<file path="src/rtl/alu_arbiter.sv">
// Round-robin arbiter sharing one Alu between two valid/ready requesters.
// Operands are registered on accept, the result is captured one cycle later and held until consumed.
module alu_arbiter #(
   parameter int WIDTH     = 16,
   parameter int CODE_W    = 4,
   parameter int FLAG_W    = 5,
   parameter bit FIRST_PRI = 1'b0
) (
   input  logic              clk,
   input  logic              reset,

   input  logic              req0_valid,
   output logic              req0_ready,
   input  logic [WIDTH-1:0]  req0_a,
   input  logic [WIDTH-1:0]  req0_b,
   input  logic [CODE_W-1:0] req0_code,
   output logic              rsp0_valid,
   input  logic              rsp0_ready,

   input  logic              req1_valid,
   output logic              req1_ready,
   input  logic [WIDTH-1:0]  req1_a,
   input  logic [WIDTH-1:0]  req1_b,
   input  logic [CODE_W-1:0] req1_code,
   output logic              rsp1_valid,
   input  logic              rsp1_ready,

   output logic [WIDTH-1:0]  rsp_result,
   output logic [FLAG_W-1:0] rsp_flags,

   output logic [WIDTH-1:0]  alu_a,
   output logic [WIDTH-1:0]  alu_b,
   output logic [CODE_W-1:0] alu_code,
   input  logic [WIDTH-1:0]  alu_result,
   input  logic [FLAG_W-1:0] alu_flags,

   output logic              busy
);

   typedef enum logic [1:0] {
      IDLE = 2'd0,
      EXEC = 2'd1,
      RESP = 2'd2
   } state_t;

   state_t state;
   state_t state_next;

   logic grant_valid;
   logic grant_sel;
   logic grant_id;
   logic last_served;
   logic accept;
   logic rsp_fire;

   // On contention the requester that was not served last wins.
   always_comb begin
      grant_valid = 1'b0;
      grant_sel   = 1'b0;
      if (req0_valid && req1_valid) begin
         grant_valid = 1'b1;
         grant_sel   = ~last_served;
      end else if (req0_valid) begin
         grant_valid = 1'b1;
         grant_sel   = 1'b0;
      end else if (req1_valid) begin
         grant_valid = 1'b1;
         grant_sel   = 1'b1;
      end
   end

   assign rsp_fire = (state == RESP) && (grant_id ? rsp1_ready : rsp0_ready);

   always_comb begin
      state_next = state;
      accept     = 1'b0;
      case (state)
         IDLE: begin
            if (grant_valid && !reset) begin
               accept     = 1'b1;
               state_next = EXEC;
            end
         end
         EXEC: begin
            state_next = RESP;
         end
         RESP: begin
            if (rsp_fire) begin
               state_next = IDLE;
            end
         end
         default: begin
            state_next = IDLE;
         end
      endcase
   end

   always_ff @(posedge clk) begin
      if (reset) begin
         state <= IDLE;
      end else begin
         state <= state_next;
      end
   end

   // Operand, response and fairness registers; reset drops any in-flight operation.
   always_ff @(posedge clk) begin
      if (reset) begin
         alu_a       <= '0;
         alu_b       <= '0;
         alu_code    <= '0;
         rsp_result  <= '0;
         rsp_flags   <= '0;
         grant_id    <= 1'b0;
         last_served <= ~FIRST_PRI;
      end else begin
         if (accept) begin
            alu_a    <= grant_sel ? req1_a    : req0_a;
            alu_b    <= grant_sel ? req1_b    : req0_b;
            alu_code <= grant_sel ? req1_code : req0_code;
            grant_id <= grant_sel;
         end
         if (state == EXEC) begin
            rsp_result <= alu_result;
            rsp_flags  <= alu_flags;
         end
         if (rsp_fire) begin
            last_served <= grant_id;
         end
      end
   end

   assign req0_ready = accept && !grant_sel;
   assign req1_ready = accept &&  grant_sel;
   assign rsp0_valid = (state == RESP) && !grant_id;
   assign rsp1_valid = (state == RESP) &&  grant_id;
   assign busy       = (state != IDLE);

endmodule

</file>
<file path="config.mk">
export PLATFORM = sky130hd
export DESIGN_NAME = alu_arbiter
export DESIGN_NICKNAME = d
export VERILOG_FILES = /design/src/rtl/alu_arbiter.sv
export SDC_FILE = /design/constraint.sdc
export NUM_CORES = 1
export LEC_CHECK = 0
export CAP_MARGIN = 0
export CORE_ASPECT_RATIO = 0.75
export CORE_MARGIN = 1.5
export CORE_UTILIZATION = 36
export DETAILED_ROUTE_END_ITERATION = 8
export HOLD_SLACK_MARGIN = 0.03
export PLACE_DENSITY = 0.8
export SYNTH_ARGS = -nofsm -noshare
export SYNTH_HDL_FRONTEND = slang
export SYNTH_SLANG_ARGS = --single-unit
</file>
<file path="constraint.sdc">
create_clock -name clk -period 2.1 [get_ports clk]
set_input_delay 0.63 -clock clk [delete_from_list [all_inputs] [get_ports clk]]
set_output_delay 0.63 -clock clk [all_outputs]
set_load 0.05 [all_outputs]
</file>
Word-level counts from Yosys, hierarchy flattened
Cells that the tools add are included.
- $add $sub $neg: 0
- multiply operators: 0
- div/mod/pow operators: 0
- $lt $le $gt $ge: 0
- eq/ne operators: 4
- shifts and indexed selects: 0
- muxes and demuxes: 14
- bitwise gates (word level): 1
- reduce and logical (&&, ||, !) cells: 13
- operators with widths (kind ; count):
    16-bit two-way mux ; 2
    1-bit two-way mux ; 8
    1-bit logical AND ; 7
    2-bit case mux with 3 select lines ; 1
    2-bit two-way mux ; 2
    4-bit two-way mux ; 1
    2-bit != test (second input constant) ; 2
    1-bit zero test ; 3
    2-bit by 1-bit equality test with 1-bit output (second input constant) ; 1
    2-bit equality test (second input constant) ; 1
    2-bit zero test ; 1
    2-bit AND reduction ; 1
    2-bit nonzero test ; 1
    1-bit inverter ; 1
- register bits: 61
- bits in latches: 0
- memory bits (writable): 0
- memory bits (read-only): 0
- input bits: 99
- output and inout port bits: 62
- memories: 0

Logic depth before layout (Yosys ltp)
- word-level depth: 7
- mapped depth: 6

Least setup slack after synthesis
Ideal clock, no wire load.
- path kind: input port to output port
- from: input req0_valid
- to: output req1_ready
- arrival: 1.725 ns
- data required time: 1.470 ns
- slack: -0.255 ns
- cell stages on the path: 5
- path through: buf_2 -> a21boi_4 -> buf_4 -> buf_4 -> and2_1
- longest elaborated chain between the ends: 6
- RTL lines (item ; line ; source):
    start, declared ; 12 ; input logic req0_valid,
    1-bit two-way mux or 1-bit logical AND (tied branches) ; 63, 60 ;
    1-bit two-way mux ; 60 ; if (req0_valid && req1_valid) begin
    1-bit logical AND ; 79 ; if (grant_valid && !reset) begin
    1-bit two-way mux ; 79 ;
    1-bit two-way mux ; 77 ; case (state)
    1-bit logical AND (*) ; 134 ; assign req1_ready = accept && grant_sel;
    end, declared ; 21 ; output logic req1_ready,
Every way passes the cells marked *; elsewhere a longest branch is shown, timed or not.

Worst setup path in the final report
Same ends and word-level chain as after synthesis.

==> flow_summary_export.csv <==
group,metric,value,unit
clock_tree,cts_sinks,61,
place,dpl.hpwl,5810,µm
worst_setup_path,crit_path_max_incr_delay,0.29,ns
logic_synthesis,ys_types,29,
floorplanning,initial_utilization,38.2,%
logic_synthesis,syn_area,0.00246,mm²
floorplanning,rows,25,
logic_synthesis,yosysWarningCount,0,
logic_synthesis,async_flop_share,0,%
power_and_ir_drop,power.density,813,mW/mm²
global_route,grt_pass1_wl,12800,µm
worst_setup_path,cp.required,1.47,ns
logic_synthesis,syn_inst,271,
clock_tree,max-clock-path-buffers,2,
logic_synthesis,synth_area_leaders,"dfxtp_1 50%, a221o_1 9.8%, nand2_1 6.4%",
worst_setup_path,crit_arrival,1.36,ns
power_and_ir_drop,ir_drop,0.404,mV
cells_and_area,filler_cell_count,564,
sta,hold_viol,0,
route,drt_iter0_markers,114,
sta,period_needed,1.99,ns
floorplanning,dieHeight,74.6,µm
route,vias,2665,
logic_synthesis,synth-simple-area-share,22.2,%
sta,fin_crit_sh,94.9,%
route,wl_per_cell,15.9,µm
clock_tree,htreeDepth,3,
logic_synthesis,yosysSeqAreaShare,49.7,%
worst_setup_path,critical_path.endpoint_type,"primary output",
route,drc_errors,0,
cells_and_area,nNetsFinal,527,
logic_synthesis,synthAdderAreaFrac,0,%
cells_and_area,insertedDiodeCount,0,
route,routed_wl,8170,µm
clock_tree,numCtsBuffers,9,
logic_synthesis,synthesis.nets,370,
worst_setup_path,worst-path-max-fanout,3,
sta,relSlewSlack,48.1,%
power_and_ir_drop,power,3470,µW
sta,worstMarginPinSlew,0.775,ns
hold_path,hp-class,"reg -> reg",
sta,fmax,502,MHz
global_route,antenna_found_initial,0,
route,dr.pass1.iters,4,
logic_synthesis,synth-xor-area-share,0,%
cells_and_area,syn2layout_area_growth,73.8,%
logic_synthesis,synth_largest_area_cell,"dfxtp_1",
sta,fin_skew,0.00775,ns
logic_synthesis,yosys.area.top_type_share,49.7,%
logic_synthesis,synth-compound-area-share,21.8,%
logic_synthesis,muxShareOfSynthArea,0.407,%
worst_setup_path,start_kind,"input pin",
job,cap_violations,0,
floorplanning,die-width,98.4,µm
logic_synthesis,synth_flop_cell,"dfxtp_1",
logic_synthesis,synth_top_family_by_area,"simple AND/OR/NAND/NOR gates",
cells_and_area,final_area,0.00427,mm²
floorplanning,io_pins,161,
sta,holdWs,0.451,ns
clock_tree,clock_latency,0.33,ns
sta,slew_violations,0,
logic_synthesis,postSynthAreaPerCell,9.07,µm²
clock_tree,clockRootBuffer,"clkbuf_8",
power_and_ir_drop,power_leakage,0.00185,µW
logic_synthesis,ys_ff_latch,61,
global_route,grt_use_total,22.4,%
floorplanning,dieArea,0.00734,mm²
cells_and_area,layout-drive-gt1-share,18.3,%
global_route,grt_max_degree,39,
logic_synthesis,synth-edff-count,0,
status,status,"complete, no violations",
route,ant_nets,0,
worst_setup_path,slowest_stage,"dlygate4sd2_1",
clock_tree,cts_tree,"yes",
floorplanning,coreArea,0.00644,mm²
cells_and_area,final_util,66.3,%
global_route,grt_overflow,0,
place,dpl-instance-area,0.00408,mm²
worst_setup_path,crit_chain,"dlygate4sd2_1, a21boi_4, and2_4, buf_12",
global_route,grt_pass1_vias,2551,
place,gp_congestion,0.770,
sta,grt_setup_unrepaired,"no",
sta,setup_viol,0,
route,routed_via_density,5.19,
clock_tree,clk_pin_slew,0.07,ns
worst_setup_path,critical_path_class,"in -> out",
place,portBuffers,160,
## kinds of logic after synthesis
group | count (synthesis)
buffers and inverters | 27
AO/OA/AOI/OAI | 76
AND/OR/NAND/NOR | 106
flip-flops | 61
multiplexers | 1
## stage by stage
step	worst slack (ns)	cells	TNS, ns
3_5_place_dp	-0.248	497	-6.74
2_1_floorplan	0.00669	271	0
3_3_place_gp	-0.229	497	-5.09
6_report	0.107	513	0
4_1_cts	0.00770	512	0
5_1_grt	0.0107	513	0
## worst paths after layout
kind	to	slack [ns]	cells past startpoint	startpoint
worst max-delay path	req1_ready	0.11	4	req0_valid
worst min-delay path	rsp_result[8]	0.45	2	rsp_result[8]
worst max register to register	alu_b[10]	0.63	4	last_served
worst min register to register	rsp_result[8]	0.45	2	rsp_result[8]
## repair_timing
item,4_1_cts,5_1_grt
setup buffers,0,1
setup endpoints to repair,24,2
cloned,0,0
pin swaps,2,2
hold buffers,0,0
resized for setup,27,3
## worst max-delay path: cells and delay by family
family          cells  cell delay [ns]
compound gates      1             0.15
buf+inv             2             0.42
simple gates        1             0.17
## where the power goes
part / switching, µW / internal [µW]
logic: 607 / 417
registers: 65.3 / 1260
clock network: 432 / 692
total: 1100 / 2370
## flip-flops by register name, summed over array words and instances (netlist names)
signal / cells
alu_a: 16
alu_b: 16
alu_code: 4
grant_id: 1
rsp_result: 16
rsp_flags: 5
last_served: 1
state: 2
## cells in the mapped netlist, drive strengths merged, types with 2 or more instances
| cell type | n |
|---|---|
| a21oi | 26 |
| and3 | 25 |
| clkbuf | 13 |
| dfxtp | 61 |
| nand3 | 12 |
| and2 | 2 |
| a221o | 24 |
| o21ai | 12 |
| nand4 | 12 |
| a31oi | 12 |
| nor2b | 3 |
| nand2b | 2 |
| nand2 | 42 |
| nor3 | 3 |
| buf | 13 |
| nor2 | 3 |
## cells in the final DEF (no fill, tap or decap), drive strengths merged
cell type / count
inv: 1
dfxtp: 61
buf: 54
a221o: 24
clkinvlp: 1
bufinv: 2
a21oi: 26
clkdlybuf4s50: 95
nand2b: 2
o21ai: 12
nand3: 12
and2: 2
nand4: 12
a31oi: 12
clkinv: 1
mux2i: 1
clkbuf: 13
nand3b: 1
and3: 25
nor2: 3
or2: 1
a21boi: 1
dlygate4sd2: 21
o21bai: 1
nor3: 3
nor2b: 3
nand2: 42
## layer usage
layer	share of wire (%)	GRT usage (%)	wire, µm	vias up
li1	-	-	-	1307
met5	0	0	0	-
met3	6.7	8.83	548	8
met1	43	27.4	3550	1243
met4	1.4	6.57	112	0
met2	48	37.0	3960	107
## final cells by class
class	instances	area [µm²]	area share, %
timing repair buffer	172	1630	38.0
sequential	61	1220	28.6
multi-input combinational	183	1110	25.9
clock buffer	11	141	3.31
tap	81	101	2.37
clock inverter	4	72.6	1.70
inverter	1	3.75	0.0878
(Power assumes the default switching activity.)
